--- config.mk ---
export PLATFORM = sky130hd
export DESIGN_NAME = noc_local_interface
export DESIGN_NICKNAME = d
export VERILOG_FILES = /design/src/rtl/noc_local_interface.sv
export SDC_FILE = /design/constraint.sdc
export NUM_CORES = 1
export LEC_CHECK = 0
export BUFFER_PORTS_ARGS = -buffer_cell sky130_fd_sc_hd__buf_2
export CORE_AREA = 2 2 140 114
export DETAILED_ROUTE_END_ITERATION = 12
export DIE_AREA = 0 0 142 116
export PLACE_DENSITY = 0.74
export SLEW_MARGIN = 40
export SYNTH_ARGS = -nofsm -noshare
export SYNTH_HDL_FRONTEND = slang
export SYNTH_SLANG_ARGS = --single-unit
--- constraint.sdc ---
create_clock -name clk -period 4.45 [get_ports clk]
set_input_delay 0.445 -clock clk [delete_from_list [all_inputs] [get_ports clk]]
set_output_delay 0.445 -clock clk [all_outputs]
set_load 0.02 [all_outputs]
--- src/rtl/noc_local_interface.sv ---
// Network interface between a PageRank PE and the Local port of its ring router.
//   Injection: PE update -> route lookup -> flit {payload, port, valid} -> inj FIFO
//              -> registered write into the router Local input (flit_out/flit_write)
//              under router_full / router_almost_full back-pressure.
//   Ejection:  router Local output (ej_write/ej_flit) -> ej FIFO -> PE payload on
//              ej_valid/ej_ready; flits arriving while full are dropped and counted.
// Ports:
//   clk, reset (async active-low)
//   inj_valid/inj_ready/inj_dst/inj_payload           PE injection handshake
//   flit_out/flit_write/router_full/router_almost_full router Local input
//   ej_write/ej_flit/ej_full/ej_almost_full            router Local output
//   ej_valid/ej_ready/ej_payload                       PE ejection handshake
//   drop_cnt                                           saturating dropped-flit count
module noc_local_interface #(
  parameter int unsigned WIDTH     = 16,
  parameter int unsigned N_NODES   = 4,
  parameter int unsigned LOCAL_ID  = 0,
  parameter int unsigned NODE_BITS = 2,
  parameter int unsigned INJ_DEPTH = 4,
  parameter int unsigned EJ_DEPTH  = 8
) (
  input  logic                 clk,
  input  logic                 reset,
  input  logic                 inj_valid,
  output logic                 inj_ready,
  input  logic [NODE_BITS-1:0] inj_dst,
  input  logic [WIDTH-4:0]     inj_payload,
  output logic [WIDTH-1:0]     flit_out,
  output logic                 flit_write,
  input  logic                 router_full,
  input  logic                 router_almost_full,
  input  logic                 ej_write,
  input  logic [WIDTH-1:0]     ej_flit,
  output logic                 ej_full,
  output logic                 ej_almost_full,
  output logic                 ej_valid,
  input  logic                 ej_ready,
  output logic [WIDTH-4:0]     ej_payload,
  output logic [7:0]           drop_cnt
);

  localparam int unsigned INJ_PW = $clog2(INJ_DEPTH);
  localparam int unsigned INJ_CW = INJ_PW + 1;
  localparam int unsigned EJ_PW  = $clog2(EJ_DEPTH);
  localparam int unsigned EJ_CW  = EJ_PW + 1;

  // ---------------------------------------------------------------- route
  logic [31:0]      routeSum;
  logic [31:0]      routeDiff;
  logic [1:0]       injPort;
  logic [WIDTH-1:0] injFlit;

  // Ring distance going East; anything past half the ring is shorter going West.
  always_comb begin
    routeSum  = 32'(inj_dst) + N_NODES - LOCAL_ID;
    routeDiff = (routeSum >= N_NODES) ? (routeSum - N_NODES) : routeSum;
    if (32'(inj_dst) >= N_NODES) begin
      injPort = 2'b11;
    end else if (routeDiff == 32'd0) begin
      injPort = 2'b10;
    end else if (routeDiff <= (N_NODES / 2)) begin
      injPort = 2'b00;
    end else begin
      injPort = 2'b01;
    end
  end

  assign injFlit = {inj_payload, injPort, 1'b1};

  // ---------------------------------------------------------------- injection FIFO
  logic [WIDTH-1:0]  injMem [INJ_DEPTH];
  logic [INJ_PW-1:0] injWrPtr;
  logic [INJ_PW-1:0] injRdPtr;
  logic [INJ_CW-1:0] injCount;
  logic              injPush;
  logic              injSend;

  assign inj_ready = (injCount < INJ_CW'(INJ_DEPTH));
  assign injPush   = inj_valid & inj_ready;
  // While the router is almost full, never write on two consecutive cycles.
  assign injSend   = (injCount != '0) & ~router_full & ~(router_almost_full & flit_write);

  // Flit storage; contents need no reset since count gates every read.
  always_ff @(posedge clk) begin
    if (injPush) begin
      injMem[injWrPtr] <= injFlit;
    end
  end

  // Pointers, occupancy and the registered router write port.
  always_ff @(posedge clk or negedge reset) begin
    if (!reset) begin
      injWrPtr   <= '0;
      injRdPtr   <= '0;
      injCount   <= '0;
      flit_write <= 1'b0;
      flit_out   <= '0;
    end else begin
      if (injPush) begin
        injWrPtr <= injWrPtr + INJ_PW'(1);
      end
      if (injSend) begin
        injRdPtr <= injRdPtr + INJ_PW'(1);
      end
      case ({injPush, injSend})
        2'b10:   injCount <= injCount + INJ_CW'(1);
        2'b01:   injCount <= injCount - INJ_CW'(1);
        default: injCount <= injCount;
      endcase
      flit_write <= injSend;
      flit_out   <= injSend ? injMem[injRdPtr] : '0;
    end
  end

  // ---------------------------------------------------------------- ejection FIFO
  logic [WIDTH-1:0] ejMem [EJ_DEPTH];
  logic [EJ_PW-1:0] ejWrPtr;
  logic [EJ_PW-1:0] ejRdPtr;
  logic [EJ_CW-1:0] ejCount;
  logic [EJ_CW-1:0] ejCountNext;
  logic             ejHit;
  logic             ejAccept;
  logic             ejDrop;
  logic             ejPop;

  assign ejHit      = ej_write & ej_flit[0];
  // Space is judged on the registered count, so a same-cycle pop does not save a flit.
  assign ejAccept   = ejHit & (ejCount < EJ_CW'(EJ_DEPTH));
  assign ejDrop     = ejHit & ~(ejCount < EJ_CW'(EJ_DEPTH));
  assign ej_valid   = (ejCount != '0);
  assign ejPop      = ej_valid & ej_ready;
  assign ej_payload = ejMem[ejRdPtr][WIDTH-1:3];

  // Next occupancy; flags are registered from it so they match the count.
  always_comb begin
    ejCountNext = ejCount;
    case ({ejAccept, ejPop})
      2'b10:   ejCountNext = ejCount + EJ_CW'(1);
      2'b01:   ejCountNext = ejCount - EJ_CW'(1);
      default: ejCountNext = ejCount;
    endcase
  end

  // Flit storage for the ejection side.
  always_ff @(posedge clk) begin
    if (ejAccept) begin
      ejMem[ejWrPtr] <= ej_flit;
    end
  end

  // Pointers, occupancy, status flags and drop counter.
  always_ff @(posedge clk or negedge reset) begin
    if (!reset) begin
      ejWrPtr        <= '0;
      ejRdPtr        <= '0;
      ejCount        <= '0;
      ej_full        <= 1'b0;
      ej_almost_full <= 1'b0;
      drop_cnt       <= 8'd0;
    end else begin
      if (ejAccept) begin
        ejWrPtr <= ejWrPtr + EJ_PW'(1);
      end
      if (ejPop) begin
        ejRdPtr <= ejRdPtr + EJ_PW'(1);
      end
      ejCount        <= ejCountNext;
      ej_full        <= (ejCountNext == EJ_CW'(EJ_DEPTH));
      ej_almost_full <= (ejCountNext >= EJ_CW'(EJ_DEPTH - 1));
      if (ejDrop && (drop_cnt != 8'hFF)) begin
        drop_cnt <= drop_cnt + 8'd1;
      end
    end
  end

endmodule
# Yosys cells after proc, flatten, opt, wreduce, memory -nomap -nowiden
# Memory sizes are Yosys's and may differ from the RTL's.
# Index checks and enable logic that the tools add are counted.
# totals
register_bits	44
ramBits	188
inputBits	38
output_inout_bits	42
elab_cells	61
n_memories	2
# mem_list
name	depth	width	rd	rd_clocked_by_memory_dff	wr	line	source
ejMem	8	16	1	0	1	116	logic [WIDTH-1:0] ejMem [EJ_DEPTH];
injMem	4	15	1	0	1	71	logic [WIDTH-1:0] injMem [INJ_DEPTH];
# classes
add_sub_neg	11
n_lt_le_gt_ge	5
eq_ne	6
muxes	10
bitwise	11
n_reduce_logical	5
# ops
cell	n
32-bit by 2-bit <= comparator with 1-bit output, second input constant	1
32-bit zero test	1
32-bit two-way mux	1
16-bit two-way mux	1
3-bit by 1-bit adder with 3-bit output, second input constant	3
8-bit by 1-bit adder with 8-bit output, second input constant	1
1-bit AND	8
4-bit by 3-bit greater-or-equal comparator with 1-bit output, second input constant	2
8-bit != test, second input constant	1
4-bit one-hot mux with 2 select lines	1
3-bit one-hot mux with 2 select lines	1
1-bit two-way mux	5
4-bit by 3-bit subtractor with 5-bit output, second input constant	1
2-bit by 1-bit adder with 2-bit output, second input constant	2
2-bit by 3-bit adder with 4-bit output, second input constant	1
4-bit by 1-bit adder with 4-bit output, second input constant	1
2-bit by 1-bit == test with 1-bit output, second input constant	2
2-bit == test, second input constant	2
4-bit == test, second input constant	1
4-bit < comparator, second input constant	1
4-bit nonzero test	1
4-bit by 1-bit subtractor with 4-bit output, second input constant	1
3-bit < comparator, second input constant	1
1-bit NOT	3
5 further kinds	5

# Depth between registers and ports, before layout
# depth
word_depth	6
ltp_mapped	10
ltp_nobuf	10

# Worst setup path after synthesis
# Ideal clock, no wire load.
# synth_timing
path_kind	register -> register
start	reg ejCount[0]
end	reg ej_almost_full
setup_ps	135
t_arrival_ps	2593
required_time_ps	4315
path_slack_ps	1722
stages_incl_launch_ff	10
path_buffers	0
synth_period_minus_slack_ps	2728
cell_sequence	dfrtp_1 or4_1 nand2_1 inv_1 ha_1 ha_1 nor4b_1 a211oi_1 a211oi_1 nand2_1
# synth_between
elab_chain_len	5
elab_cells_between_ends	10
cone_classes	add/sub (2); order compare (2); eq/ne (2); mux (1); bitwise (2); reduce/logical (1)
# synth_lines
element	line	source
start, declared	119	logic [EJ_CW-1:0] ejCount;
start signal, assigned	167	ejCount <= ejCountNext;
4-bit nonzero test *	130	assign ej_valid = (ejCount != '0);
named net ej_valid	36	output logic ej_valid,
1-bit AND *	131	assign ejPop = ej_valid & ej_ready;
named net ejPop	124	logic ejPop;
2-bit by 1-bit == test with 1-bit output / 2-bit == test (equally long branches)	137	case ({ejAccept, ejPop})
4-bit one-hot mux with 2 select lines *	137	
4-bit by 3-bit greater-or-equal comparator with 1-bit output *	169	ej_almost_full <= (ejCountNext >= EJ_CW'(EJ_DEPTH - 1));
end signal, assigned	169	
end, declared	35	output logic ej_almost_full,
# Mark *: on every way through the listed nets, which the timed path passes. The rest lies on a longest branch.
# A chain may end at the register's enable or synchronous reset.

# Worst setup path in the final report
# layout_timing
start	reg ejCount[0]
end	reg ej_full
# layout_between
elab_chain_len	5
elab_cells_between_ends	10
cone_classes	add/sub (2); order compare (1); eq/ne (3); mux (1); bitwise (2); reduce/logical (1)
# layout_lines
element	line	source
4-bit nonzero test *	130	
1-bit AND *	131	
named net ejPop	124	
2-bit by 1-bit == test with 1-bit output / 2-bit == test (equally long branches)	137	
4-bit one-hot mux with 2 select lines *	137	
4-bit == test *	168	ej_full <= (ejCountNext == EJ_CW'(EJ_DEPTH));
end signal, assigned	168	
end, declared	34	output logic ej_full,
# Marks and branches as above.

==> impl_metrics.json <==
{
  "status": "finished, final reports clean",
  "fin_skew_ps": 13.04,
  "die_w_um": 142,
  "layout_common_cells": "edfxtp_1, buf_2, dfrtp_1",
  "drtIter0Drc": 271,
  "grt_pass1_wl_mm": 21.80,
  "path_class": "flip-flop to flip-flop",
  "worstPathRequired_ps": 4810,
  "synth-edff-count": 164,
  "final_util_pct": 63.05,
  "row_count": 40,
  "grt_pass1_vias": 4086,
  "clkTransAtPathRegs_ps": 60,
  "cts-root-buf": "clkbuf_16",
  "wl_per_cell_um": 19.67,
  "crit_path_start_kind": "flip-flop",
  "hpwl_mm": 8.391,
  "timing.slew.headroom_pct": 47.11,
  "drcViolationCount": 0,
  "die_h_um": 116,
  "yosysSeqAreaShare_pct": 73.60,
  "yosysWarnings": 0,
  "synthesis.nets": 458,
  "synth_cell_types": 38,
  "place_congestion": 0.7269,
  "drt_pass1_iterations": 4,
  "synth_cells": 407,
  "tns_ps": 0,
  "nNetsFinal": 552,
  "min_period_ps": 2910,
  "num_vias": 3907,
  "vdd_ir_drop_max_mv": 0.4353,
  "viasPerCell": 5.550,
  "clk_latency_ps": 480,
  "track_usage_pct": 17.47,
  "tightest_slew_ps": 793.4,
  "cp_max_fo": 9,
  "post-route-period-util_pct": 65.40,
  "post_cts.repair.setup_buffers": 0,
  "core_um2": 14960,
  "drv_slew": 0,
  "timing.fmax_mhz": 343.6,
  "start_util_pct": 54.48,
  "cts_sinks": 207,
  "synth.avg_cell_area_um2": 20.03,
  "cts_made_buffers": 20,
  "diodes": 0,
  "h-tree-depth": 1,
  "netlist_area_um2": 8153,
  "mostFrequentLayoutCell": "edfxtp_1",
  "synth-seq-cells": 207,
  "cts_tree": "built",
  "dieArea_um2": 16470,
  "drive_gt1_share_pct": 30.10,
  "antenna_found_initial": 0,
  "setup_viol": 0,
  "pin_count": 80,
  "power.density_nw_per_um2": 626.1,
  "cp_data_arrival_time_ps": 3270,
  "rsz0062_at_grt": "false",
  "ys.flop_type": "edfxtp_1",
  "crit_path_end_kind": "flip-flop",
  "overflow": 0,
  "hold_violations": 0,
  "io_buffers": 77,
  "cap_viol_max_count": 0,
  "power_mw": 5.907,
  "totalWireLength_mm": 13.85,
  "max-clock-path-buffers": 3,
  "leakage_nw": 3.549,
  "area_growth_syn_to_layout_pct": 15.73,
  "async_reset_ff_share_pct": 20.77,
  "postRouteAntennaNets": 0,
  "hp-class": "primary input to flip-flop",
  "grt_max_degree": 44
}
==> sequential cells by signal, indices dropped and copies added (netlist names) <==
name	cells
flit_out	16
injRdPtr	2
ejWrPtr	3
drop_cnt	8
ej_full	1
ejRdPtr	3
ejMem	104
ej_almost_full	1
injWrPtr	2
ejCount	4
injCount	3
injMem	60
==> report_power, final <==
group          switching [mW]  internal [mW]
registers               0.290           2.39
logic                   0.804          0.775
clock network           0.661          0.987
total                    1.75           4.15
==> logic make-up after synthesis <==
logic type,after synthesis,synth area share [%]
AOI/OAI and AO/OA,10,0.8900
xor gates and xnor gates,18,1.934
adders and majority gates,13,2.179
buffers and inverters,30,1.826
DFF,207,73.60
muxes,60,15.10
and+or+nand+nor,69,4.466
==> critical path: stages (launching register included) <==
cell       delay [ps]
dfrtp_1           430
or4_1             580
nand2_1           160
inv_1              60
ha_1              270
ha_1              400
a21oi_1           110
a2111oi_0         400
a211oi_1          150
nor4_1            240
==> per-layer routing <==
metal	global-route usage (%)	up-vias	wire (µm)
li1	-	1789	-
met1	24.10	2029	6160
met2	29.69	74	6960
met3	2.893	15	495
met4	4.400	0	231
met5	0	-	0
==> timing repair <==
| item | 4_1_cts | 5_1_grt |
|---|---|---|
| hold buffers | 1 | 0 |
| setup endpoints to repair | 0 | 0 |
| endpoints found under the hold margin | 43 | 0 |
| gates resized for setup | 0 | 0 |
==> cell usage after synthesis (2+ instances only) <==
library cell / count / area, µm²
a211oi_1: 2 / 15.01
a21oi_1: 2 / 10.01
and2_1: 20 / 125.1
and3_1: 2 / 12.51
buf_1: 2 / 7.510
buf_2: 4 / 20.02
buf_4: 2 / 15.01
buf_6: 3 / 33.78
clkbuf_1: 4 / 15.01
dfrtp_1: 43 / 1076
edfxtp_1: 164 / 4925
fa_1: 2 / 40.04
ha_1: 11 / 137.6
inv_1: 14 / 52.55
mux2_2: 16 / 180.2
mux2i_1: 3 / 30.03
mux4_1: 26 / 683.2
mux4_2: 15 / 337.8
nand2_1: 15 / 56.30
nand2b_1: 2 / 12.51
nand3_1: 4 / 20.02
nand4_1: 2 / 12.51
nor2_1: 12 / 45.04
nor2b_1: 2 / 12.51
nor3_1: 3 / 15.01
nor3b_1: 2 / 15.01
o21ai_0: 3 / 15.01
xnor2_1: 13 / 113.9
xor2_1: 5 / 43.79
==> final cells by class <==
type / instances / area (µm²)
Fill cell: 1020 / 5529
Clock inverter: 7 / 97.59
Multi-Input combinational cell: 170 / 2018
Timing Repair Buffer: 88 / 473.0
Inverter: 14 / 52.55
Sequential cell: 207 / 6003
Clock buffer: 29 / 554.3
Tap cell: 189 / 236.5
==> metrics by stage <==
step	cells	hold slack [ps]	area, µm²	worst slack (ps)
2_1_floorplan	407	149.4	8153	1722
3_3_place_gp	667	487.5	8763	1632
3_5_place_dp	667	483.9	8768	1592
4_1_cts	704	158.4	9430	1554
5_1_grt	704	162.0	9435	1406
6_report	704	176.6	9435	1540
==> path summary, 6_finish.rpt <==
kind	startpoint	endpoint	slack, ps	cells past startpoint
worst max-delay path	ejCount[0]	ej_full	1540	9
min in group asynchronous	reset	flit_out[2]	530	2
worst max register to register	ejCount[0]	ej_full	1540	9
worst min-delay path	inj_payload[9]	injMem[0][11]	180	1
worst min register to register	injCount[0]	injCount[0]	500	1
max in group asynchronous	reset	ejRdPtr[1]	3500	2
(Power assumes the default switching activity.)
